<file path="src/rtl/trax_uart_pkg.sv">
// Shared definitions for the Trax serial front end: ASCII codes, tile encodings,
// parser states and the byte-time formula also used by the serial receiver.
package trax_uart_pkg;

  localparam logic [7:0] ASCII_CR     = 8'h0D;
  localparam logic [7:0] ASCII_LF     = 8'h0A;
  localparam logic [7:0] ASCII_AT     = 8'h40;
  localparam logic [7:0] ASCII_Z      = 8'h5A;
  localparam logic [7:0] ASCII_0      = 8'h30;
  localparam logic [7:0] ASCII_9      = 8'h39;
  localparam logic [7:0] ASCII_PLUS   = 8'h2B;
  localparam logic [7:0] ASCII_SLASH  = 8'h2F;
  localparam logic [7:0] ASCII_BSLASH = 8'h5C;

  localparam logic [1:0] TILE_PLUS   = 2'd0;
  localparam logic [1:0] TILE_SLASH  = 2'd1;
  localparam logic [1:0] TILE_BSLASH = 2'd2;

  typedef enum logic [2:0] {
    IDLE,
    ROW1,
    ROW2,
    TILE,
    EOL,
    SKIP,
    HOLD
  } parse_state_t;

  // One serial frame is 10 bit times (start, 8 data, stop).
  function automatic int unsigned byte_cycles(input int unsigned clk_rate,
                                              input int unsigned baud_rate);
    return (clk_rate / baud_rate) * 10;
  endfunction

  function automatic logic is_digit(input logic [7:0] b);
    return (b >= ASCII_0) && (b <= ASCII_9);
  endfunction

  function automatic logic is_column(input logic [7:0] b);
    return (b >= ASCII_AT) && (b <= ASCII_Z);
  endfunction

  function automatic logic is_tile(input logic [7:0] b);
    return (b == ASCII_PLUS) || (b == ASCII_SLASH) || (b == ASCII_BSLASH);
  endfunction

  function automatic logic [1:0] tile_code(input logic [7:0] b);
    logic [1:0] code;
    code = TILE_PLUS;
    if (b == ASCII_SLASH)  code = TILE_SLASH;
    if (b == ASCII_BSLASH) code = TILE_BSLASH;
    return code;
  endfunction

  function automatic logic state_is_busy(input parse_state_t s);
    return (s == ROW1) || (s == ROW2) || (s == TILE) || (s == EOL) || (s == SKIP);
  endfunction

endpackage

</file>
<file path="src/rtl/trax_move_parser_if.sv">
// Parsed-move handshake between the move parser and the game engine.
interface trax_move_parser_if;

  logic       move_valid;
  logic       move_ready;
  logic [4:0] move_col;
  logic [6:0] move_row;
  logic [1:0] move_tile;

  modport master (
    output move_valid,
    output move_col,
    output move_row,
    output move_tile,
    input  move_ready
  );

  modport slave (
    input  move_valid,
    input  move_col,
    input  move_row,
    input  move_tile,
    output move_ready
  );

endinterface

</file>
<file path="src/rtl/uart_idle_timer.sv">
// Saturating silence counter: clear restarts it, enable lets it advance,
// expired stays high once the limit is reached until the next clear.
module uart_idle_timer #(
  parameter int unsigned limit = 16
) (
  input  logic clk,
  input  logic reset,
  input  logic clear,
  input  logic enable,
  output logic expired
);

  localparam int unsigned W = $clog2(limit + 1);
  localparam logic [W-1:0] LIMIT_C = W'(limit);

  logic [W-1:0] count;

  always_ff @(posedge clk) begin
    if (reset || clear) begin
      count <= '0;
    end else if (enable && (count != LIMIT_C)) begin
      count <= count + W'(1);
    end
  end

  assign expired = (count == LIMIT_C);

endmodule

</file>
<file path="src/rtl/trax_move_parser.sv">
// Turns the receiver byte stream into Trax moves ("A12/" CR LF -> col/row/tile)
// and flags malformed lines, overruns and mid-line silence.
module trax_move_parser
  import trax_uart_pkg::*;
#(
  parameter int unsigned clk_rate      = 9600000,
  parameter int unsigned baud_rate     = 9600,
  parameter int unsigned timeout_bytes = 4
) (
  input  logic                      clk,
  input  logic                      reset,
  input  logic [7:0]                rx_data,
  input  logic                      rx_finish,
  trax_move_parser_if.master        move,
  output logic                      parse_error,
  output logic                      busy
);

  localparam int unsigned TIMEOUT_CYCLES = byte_cycles(clk_rate, baud_rate) * timeout_bytes;

  parse_state_t state;
  logic         rx_finish_q;
  logic         strobe;
  logic         counting;
  logic         timed_out;

  // NOTE: the previous-value register resets to 1 because the receiver idles
  // with rx_finish high; resetting it to 0 would fake a byte right after reset.
  always_ff @(posedge clk) begin
    if (reset) rx_finish_q <= 1'b1;
    else       rx_finish_q <= rx_finish;
  end

  assign strobe   = rx_finish && !rx_finish_q;
  assign counting = (state == ROW1) || (state == ROW2) || (state == TILE) || (state == EOL);

  uart_idle_timer #(
    .limit (TIMEOUT_CYCLES)
  ) u_idle_timer (
    .clk     (clk),
    .reset   (reset),
    .clear   (strobe),
    .enable  (counting),
    .expired (timed_out)
  );

  // NOTE: these tasks only run from the clocked block below, so they use
  // non-blocking assignments like the rest of the sequential state.
  task automatic go(input parse_state_t s);
    state <= s;
    busy  <= state_is_busy(s);
  endtask

  // An error on the terminating LF has nothing left to skip.
  task automatic fail(input logic [7:0] b);
    parse_error <= 1'b1;
    go((b == ASCII_LF) ? IDLE : SKIP);
  endtask

  task automatic idle_byte(input logic [7:0] b);
    if ((b == ASCII_CR) || (b == ASCII_LF)) begin
      go(IDLE);
    end else if (is_column(b)) begin
      move.move_col <= 5'(b - ASCII_AT);
      go(ROW1);
    end else begin
      fail(b);
    end
  endtask

  always_ff @(posedge clk) begin
    if (reset) begin
      state           <= IDLE;
      busy            <= 1'b0;
      parse_error     <= 1'b0;
      move.move_valid <= 1'b0;
      move.move_col   <= '0;
      move.move_row   <= '0;
      move.move_tile  <= '0;
    end else begin
      parse_error <= 1'b0;
      if (state == HOLD) begin
        // A byte arriving with the accept is the first byte of the next line.
        if (move.move_ready) begin
          move.move_valid <= 1'b0;
          if (strobe) idle_byte(rx_data);
          else        go(IDLE);
        end else if (strobe) begin
          parse_error <= 1'b1;
        end
      end else if (strobe) begin
        unique case (state)
          IDLE: idle_byte(rx_data);
          ROW1: begin
            if (is_digit(rx_data)) begin
              move.move_row <= 7'(rx_data[3:0]);
              go(ROW2);
            end else begin
              fail(rx_data);
            end
          end
          ROW2: begin
            if (is_digit(rx_data)) begin
              move.move_row <= (move.move_row * 7'd10) + 7'(rx_data[3:0]);
              go(TILE);
            end else if (is_tile(rx_data)) begin
              move.move_tile <= tile_code(rx_data);
              go(EOL);
            end else begin
              fail(rx_data);
            end
          end
          TILE: begin
            if (is_tile(rx_data)) begin
              move.move_tile <= tile_code(rx_data);
              go(EOL);
            end else begin
              fail(rx_data);
            end
          end
          EOL: begin
            if (rx_data == ASCII_LF) begin
              move.move_valid <= 1'b1;
              go(HOLD);
            end else if (rx_data != ASCII_CR) begin
              fail(rx_data);
            end
          end
          SKIP: begin
            if (rx_data == ASCII_LF) go(IDLE);
          end
          default: go(IDLE);
        endcase
      end else if (timed_out && counting) begin
        parse_error <= 1'b1;
        go(IDLE);
      end
    end
  end

endmodule

</file>
<file path="src/flat_wrapper.sv">
// flat-port wrapper written by rule: the top's interface ports become plain ports
module trax_move_parser_flat import trax_uart_pkg::*;
#(
  parameter int unsigned clk_rate      = 9600000,
  parameter int unsigned baud_rate     = 9600,
  parameter int unsigned timeout_bytes = 4
)
  (clk, reset, rx_data, rx_finish, parse_error, busy, move_move_valid, move_move_col, move_move_row, move_move_tile, move_move_ready);
  trax_move_parser_if move_i ();
  input  logic clk;
  input  logic reset;
  input  logic [7:0] rx_data;
  input  logic rx_finish;
  output logic parse_error;
  output logic busy;
  output wire logic [$bits(move_i.move_valid)-1:0] move_move_valid;
  output wire logic [$bits(move_i.move_col)-1:0] move_move_col;
  output wire logic [$bits(move_i.move_row)-1:0] move_move_row;
  output wire logic [$bits(move_i.move_tile)-1:0] move_move_tile;
  input wire logic [$bits(move_i.move_ready)-1:0] move_move_ready;
  assign move_move_valid = move_i.move_valid;
  assign move_move_col = move_i.move_col;
  assign move_move_row = move_i.move_row;
  assign move_move_tile = move_i.move_tile;
  assign move_i.move_ready = move_move_ready;
  trax_move_parser #(.clk_rate(clk_rate), .baud_rate(baud_rate), .timeout_bytes(timeout_bytes)) u_core (.clk(clk), .reset(reset), .rx_data(rx_data), .rx_finish(rx_finish), .move(move_i), .parse_error(parse_error), .busy(busy));
endmodule
</file>
<file path="config.mk">
export PLATFORM = sky130hd
export DESIGN_NAME = trax_move_parser_flat
export DESIGN_NICKNAME = d
export VERILOG_FILES = /design/src/rtl/trax_uart_pkg.sv /design/src/rtl/trax_move_parser_if.sv /design/src/rtl/uart_idle_timer.sv /design/src/rtl/trax_move_parser.sv /design/src/flat_wrapper.sv
export SDC_FILE = /design/constraint.sdc
export NUM_CORES = 1
export LEC_CHECK = 0
export CAP_MARGIN = 40
export CORE_MARGIN = 5
export CORE_UTILIZATION = 30
export CTS_BUF_LIST = sky130_fd_sc_hd__clkbuf_16
export CTS_CLUSTER_SIZE = 24
export DETAILED_ROUTE_END_ITERATION = 7
export PLACE_DENSITY = 0.53
export SLEW_MARGIN = 10
export SYNTH_ARGS = -nofsm -noshare
export SYNTH_HDL_FRONTEND = slang
export SYNTH_SLANG_ARGS = --single-unit
</file>
<file path="constraint.sdc">
create_clock -name clk -period 2.11 [get_ports clk]
set_clock_uncertainty 0.2 [all_clocks]
set_input_delay 0.422 -clock clk [delete_from_list [all_inputs] [get_ports clk]]
set_output_delay 0.422 -clock clk [all_outputs]
set_load 0.02 [all_outputs]
</file>
# --- After elaboration in Yosys (flattened, before gate mapping) ---
# Cells that the tools add are included.
word_totals:
  register_bits: 37
  input_bits: 12
  word_cells: 136
op_classes:
  n_addsub: 3
  n_mul: 1
  magnitude_cmp: 4
  eq_ne: 25
  mux: 63
  n_bitwise: 1
  reduce_logical: 30
op_table:
  columns: ["cell", "n"]
  rows:
  - ["3-bit two-way mux", 14]
  - ["5-bit two-way mux", 7]
  - ["1-bit two-way mux", 32]
  - ["3-bit case mux with 6 select lines", 1]
  - ["16-bit by 1-bit adder with 16-bit output, second input constant", 1]
  - ["16-bit equality test, second input constant", 1]
  - ["8-bit by 4-bit equality test with 1-bit output, second input constant", 2]
  - ["8-bit by 6-bit equality test with 1-bit output, second input constant", 2]
  - ["16-bit inequality test, second input constant", 1]
  - ["3-bit equality test, second input constant", 5]
  - ["7-bit two-way mux", 2]
  - ["7-bit case mux with 2 select lines", 1]
  - ["3-bit by 2-bit equality test with 1-bit output, second input constant", 4]
  - ["4-bit AND reduction", 3]
  - ["2-bit nonzero test", 6]
  - ["1-bit logical OR", 11]
  - ["8-bit by 7-bit equality test with 1-bit output, second input constant", 1]
  - ["8-bit by 6-bit greater-or-equal comparator with 1-bit output, second input constant", 1]
  - ["8-bit by 7-bit greater-or-equal comparator with 1-bit output, second input constant", 1]
  - ["8-bit by 6-bit less-or-equal comparator with 1-bit output, second input constant", 1]
  - ["8-bit by 7-bit less-or-equal comparator with 1-bit output, second input constant", 1]
  - ["2-bit inequality test, second input constant", 4]
  - ["8-bit by 4-bit inequality test with 1-bit output, second input constant", 1]
  - ["7-bit by 4-bit adder with 7-bit output", 1]
  - ["other kinds (16)", 23]

# --- Longest topological paths before layout ---
logic_depth:
  depth_word: 12
  ltp_mapped: 9
  mapped_depth_nobuf: 9

# --- Modules after synthesis ---
# From an unflattened synthesis, not the netlist that was laid out.
hier_totals:
  cells_unflattened: 293
  hier_area_um2: 2377.3
by_module_without_submodules:
  columns: ["module", "instances", "cells_per_inst", "area_per_inst_um2", "seq_area_each_um2"]
  rows:
  - ["trax_move_parser", 1, 198, 1552.7, 420.4]
  - ["uart_idle_timer", 1, 95, 824.5, 320.3]

# --- Worst setup path before layout ---
# Ideal clock, no wire load.
synth_timing:
  kind: "register to register"
  from: "register u_core.move.move_row[1]"
  to: "register u_core.move.move_row[6]"
  setup_ns: 0.132
  arrival_time_ns: 1.934
  required_time_ns: 1.778
  path_slack_ns: -0.156
  stages_incl_launch_ff: 8
  path_buffers: 0
  cell_sequence: "dfxtp_1 -> ha_1 -> ha_1 -> inv_1 -> fa_1 -> o31a_1 -> o21ai_0 -> a21oi_1"
synth_via:
  elab_chain_len: 4
synth_rtl:
  columns: ["item", "line_no", "text"]
  rows:
  - ["start, declared", "trax_move_parser_if.sv:13", "output move_row,"]
  - ["start signal, assigned", "trax_move_parser.sv:96", "move.move_row <= 7'(rx_data[3:0]);"]
  - ["start signal, assigned", "trax_move_parser.sv:104", "move.move_row <= (move.move_row * 7'd10) + 7'(rx_data[3:0]);"]
  - ["7-bit by 3-bit multiplier with 6-bit output", "trax_move_parser.sv:104", null]
  - ["7-bit by 4-bit adder with 7-bit output", "trax_move_parser.sv:104", null]
  - ["7-bit two-way mux", "trax_move_parser.sv:103", "if (is_digit(rx_data)) begin"]
  - ["7-bit case mux with 2 select lines", "trax_move_parser.sv:92", "unique case (state)"]
# No other way between the ends. The select of a mux whose other input is x is not followed.
# A chain may end at the register's enable or synchronous reset.

# --- Worst setup path in the final report ---
layout_timing:
  from: "register u_core.move.move_row[3]"
  to: "register u_core.move.move_row[6]"
# Same word-level chain as after synthesis.

==> results_dict.tcl <==
set metrics [dict create \
    min_path_type "flop to flop" \
    hold_slack_ps 261.4 \
    clkPwrFrac_pct 43.3 \
    hold_start "u_core.move.move_row[6]" \
    clkSinkCount 37 \
    vias 2433 \
    p_sw_uw 394.2 \
    drc 0 \
    nNetsFinal 396 \
    area_growth_pct 50.16 \
    core_sq_um 7607 \
    dr.pass1.iters 4 \
    io_buffers 28 \
    ctsHoldBuffers 0 \
    grt_pass1_vias 2419 \
    fin_util_pct 45.69 \
    fin_crit_ps 2115 \
    grt_max_degree 19 \
    async_flop_share_pct 0 \
    ys_ff_latch 37 \
    p_int_mw 1.239 \
    ys_seq_area_share_pct 32.00 \
    antenna_cells 0 \
    worstSetupPathType "flop to flop" \
    via_per_inst 5.122 \
    synthesis.instances 289 \
    io_pins 29 \
    htreeDepth 2 \
    swShare_pct 24.14 \
    cts_tree "done" \
    fin_ws_ps -4.765 \
    rsz0062_at_grt "true" \
    clockRootBuffer "clkbuf_16" \
    cts-buffers-inserted 5 \
    layout_common_cells "buf_4, dfxtp_1, nor2_1, nand2_1" \
    fillers 767 \
    clkLatencyLatePin_ps 280 \
    status "finished, violations left" \
    routabilityCongestion 0.8633 \
    maxCapViolations 0 \
    powerDensity_nw_per_um2 469.9 \
    holdPathStages 2 \
    hold_end "u_core.move.move_row[6]" \
    rows 32 \
    clk_pin_slew_ps 60 \
    track_usage_pct 13.60 \
    finalNonFillerCells 475 \
    rrSetupSlack_ps -5 \
    power_frac_comb_pct 13.2 \
    max_slew_margin_pct 71.96 \
    die_x_microns 97.84 \
    violations "setup timing" \
    fmax_ghz 0.4729 \
    finalHoldViolations 0 \
    antenna_left 0 \
    place_hpwl_microns 4900 \
    antenna_found_initial 0 \
    ys_warn_count 0 \
    ys_types 55 \
    wl_microns 6597 \
    ir_drop_uv 265.0 \
    synth.net_count 312 \
    synth_area_sq_um 2315 \
    p_leak_nw 1.233 \
    reg2reg_to "u_core.move.move_row[6]" \
    multiInputGateArea_sq_um 1623 \
    endpoint_kind "flop" \
    drt_iter0_drc 151 \
    synth_edf_count 0 \
    overflow 0 \
    required_ps 2120 \
    wire_per_inst_microns 13.89 \
    finalCritPeriodShare_pct 100.2 \
    placed_cells 463 \
    r2r-start "u_core.move.move_row[3]" \
    avgSynthCellArea_sq_um 8.009 \
    drive_gt1_share_pct 29.22 \
    grt_pass1_wl_microns 11030 \
    final-seq-area_sq_um 745.7 \
    ys.flop_type "dfxtp_1" \
    arrival_ps 2130 \
    fp.dieH_microns 97.84 \
    placed_area_sq_um 3114 \
    maxSlewViolCount 0 \
    crit_fanout 2 \
    final_common_cell "buf_4" \
    max_slew.worst_pin.slew_ps 419.1 \
    start_util_pct 30.43 \
    worstRegToRegCells 9 \
    seqPwrFrac_pct 43.5 \
    start_kind "flop" \
    cts_buffer_depth 2 \
    finalSetupViolCount 1 \
    die-area_sq_um 9573 \
    finalInstanceArea_sq_um 3476 \
]
-- routing by layer --
layer	routed length [microns]	vias up	track usage, %
li1	-	1231	-
met4	63	0	3.195
met2	3229	41	22.72
met1	3104	1155	17.82
met3	199	6	3.071
met5	0	-	0
-- synth_stat cells (2+ instances only) --
| cell | n | area share [%] |
|---|---|---|
| nor2_1 | 28 | 4.5 |
| inv_1 | 15 | 2.4 |
| buf_1 | 2 | 0.32 |
| nand4b_1 | 4 | 1.5 |
| o41ai_1 | 2 | 0.76 |
| clkbuf_1 | 8 | 1.3 |
| or3_1 | 9 | 2.4 |
| nor4bb_1 | 3 | 1.3 |
| xor2_1 | 5 | 1.9 |
| dfxtp_1 | 37 | 32 |
| nor4_1 | 3 | 0.81 |
| o211ai_1 | 4 | 1.3 |
| o2111a_1 | 2 | 0.97 |
| nor2b_1 | 2 | 0.54 |
| nand2b_1 | 7 | 1.9 |
| and3_1 | 2 | 0.54 |
| or3b_2 | 2 | 0.76 |
| nand2_1 | 25 | 4.1 |
| xnor2_1 | 9 | 3.4 |
| fa_1 | 2 | 1.7 |
| a21o_1 | 2 | 0.65 |
| a21oi_1 | 21 | 4.5 |
| a211oi_1 | 2 | 0.65 |
| nand4_1 | 6 | 1.6 |
| o21ai_0 | 23 | 5.0 |
| ha_1 | 9 | 4.9 |
| a311oi_1 | 6 | 2.3 |
| buf_2 | 4 | 0.86 |
| nand3_1 | 11 | 2.4 |
| mux2i_1 | 5 | 2.2 |
| nor3_1 | 3 | 0.65 |
| nand3b_1 | 3 | 0.97 |
-- worst max-delay path, stage by stage (launching register included) --
cell and delay (ps):
dfxtp_2 330, ha_4 260, ha_4 110, inv_2 30
fa_2 340, xnor2_2 160, xnor2_2 150, nor4_1 230
o21ai_1 100, a21oi_1 120
-- power groups by stage --
stage | sequential (mW) | combinational (mW) | clock (mW)
6_report | 0.711 | 0.215 | 0.707
5_1_grt | 0.711 | 0.234 | 0.754
3_5_place_dp | 0.725 | 0.201 | 0
2_1_floorplan | 0.728 | 0.0869 | 0
4_1_cts | 0.710 | 0.206 | 0.730
3_3_place_gp | 0.725 | 0.199 | 0
-- sequential cells by signal, summed over array words and instances (netlist names) --
| signal | flops |
|---|---|
| u_core.u_idle_timer.count | 16 |
| u_core.move.move_tile | 2 |
| u_core.move.move_col | 5 |
| u_core.state | 3 |
| u_core.move.move_row | 7 |
| u_core.parse_error | 1 |
| u_core.move.move_valid | 1 |
| u_core.rx_finish_q | 1 |
| u_core.busy | 1 |
-- kinds of logic after synthesis --
| family | after synthesis | synth area share [%] |
|---|---|---|
| buf+inv | 30 | 5.405 |
| compound gates | 77 | 22.00 |
| mux | 5 | 2.162 |
| xor+xnor | 14 | 5.297 |
| simple gates | 114 | 26.11 |
| fa+ha+maj | 12 | 7.027 |
| flops | 37 | 32.00 |
-- how the worst max path moves through the flow --
stage / startpoint / endpoint / depth (start not counted)
2_1_floorplan: rx_data[4] / u_core.state[0] / 7
3_3_place_gp: rx_data[4] / u_core.state[1] / 7
3_5_place_dp: rx_data[4] / u_core.state[0] / 6
4_1_cts: u_core.move.move_row[3] / u_core.move.move_row[6] / 9
5_1_grt: u_core.move.move_row[3] / u_core.move.move_row[6] / 9
6_report: u_core.move.move_row[3] / u_core.move.move_row[6] / 9
-- cell type report --
type / instances / share of cell area, %
clock inverters: 2 / 0.3240
repair buffers: 92 / 22.64
flip-flops and latches: 37 / 21.45
clock buffers: 5 / 3.600
multi-input cells: 222 / 46.69
inverters: 15 / 1.620
well taps: 102 / 3.672
-- metrics by stage --
step / setup WS [ps] / power (mW) / setup TNS, ps
final: -4.765 / 1.633 / -4.765
after global routing: -74.57 / 1.700 / -134.1
after CTS: 0.8071 / 1.647 / 0
after detailed placement: -589.6 / 0.9259 / -9907
after global placement: -581.0 / 0.9244 / -9404
after floorplan: -89.09 / 0.8145 / -399.3
-- repair_timing --
item / CTS / global route
gates resized for setup: 30 / 28
hold endpoints to repair: 0 / 0
pin swaps: 14 / 19
setup endpoints to repair: 25 / 20
setup buffers: 4 / 1
Note: power is estimated with default switching activity, not from simulation.
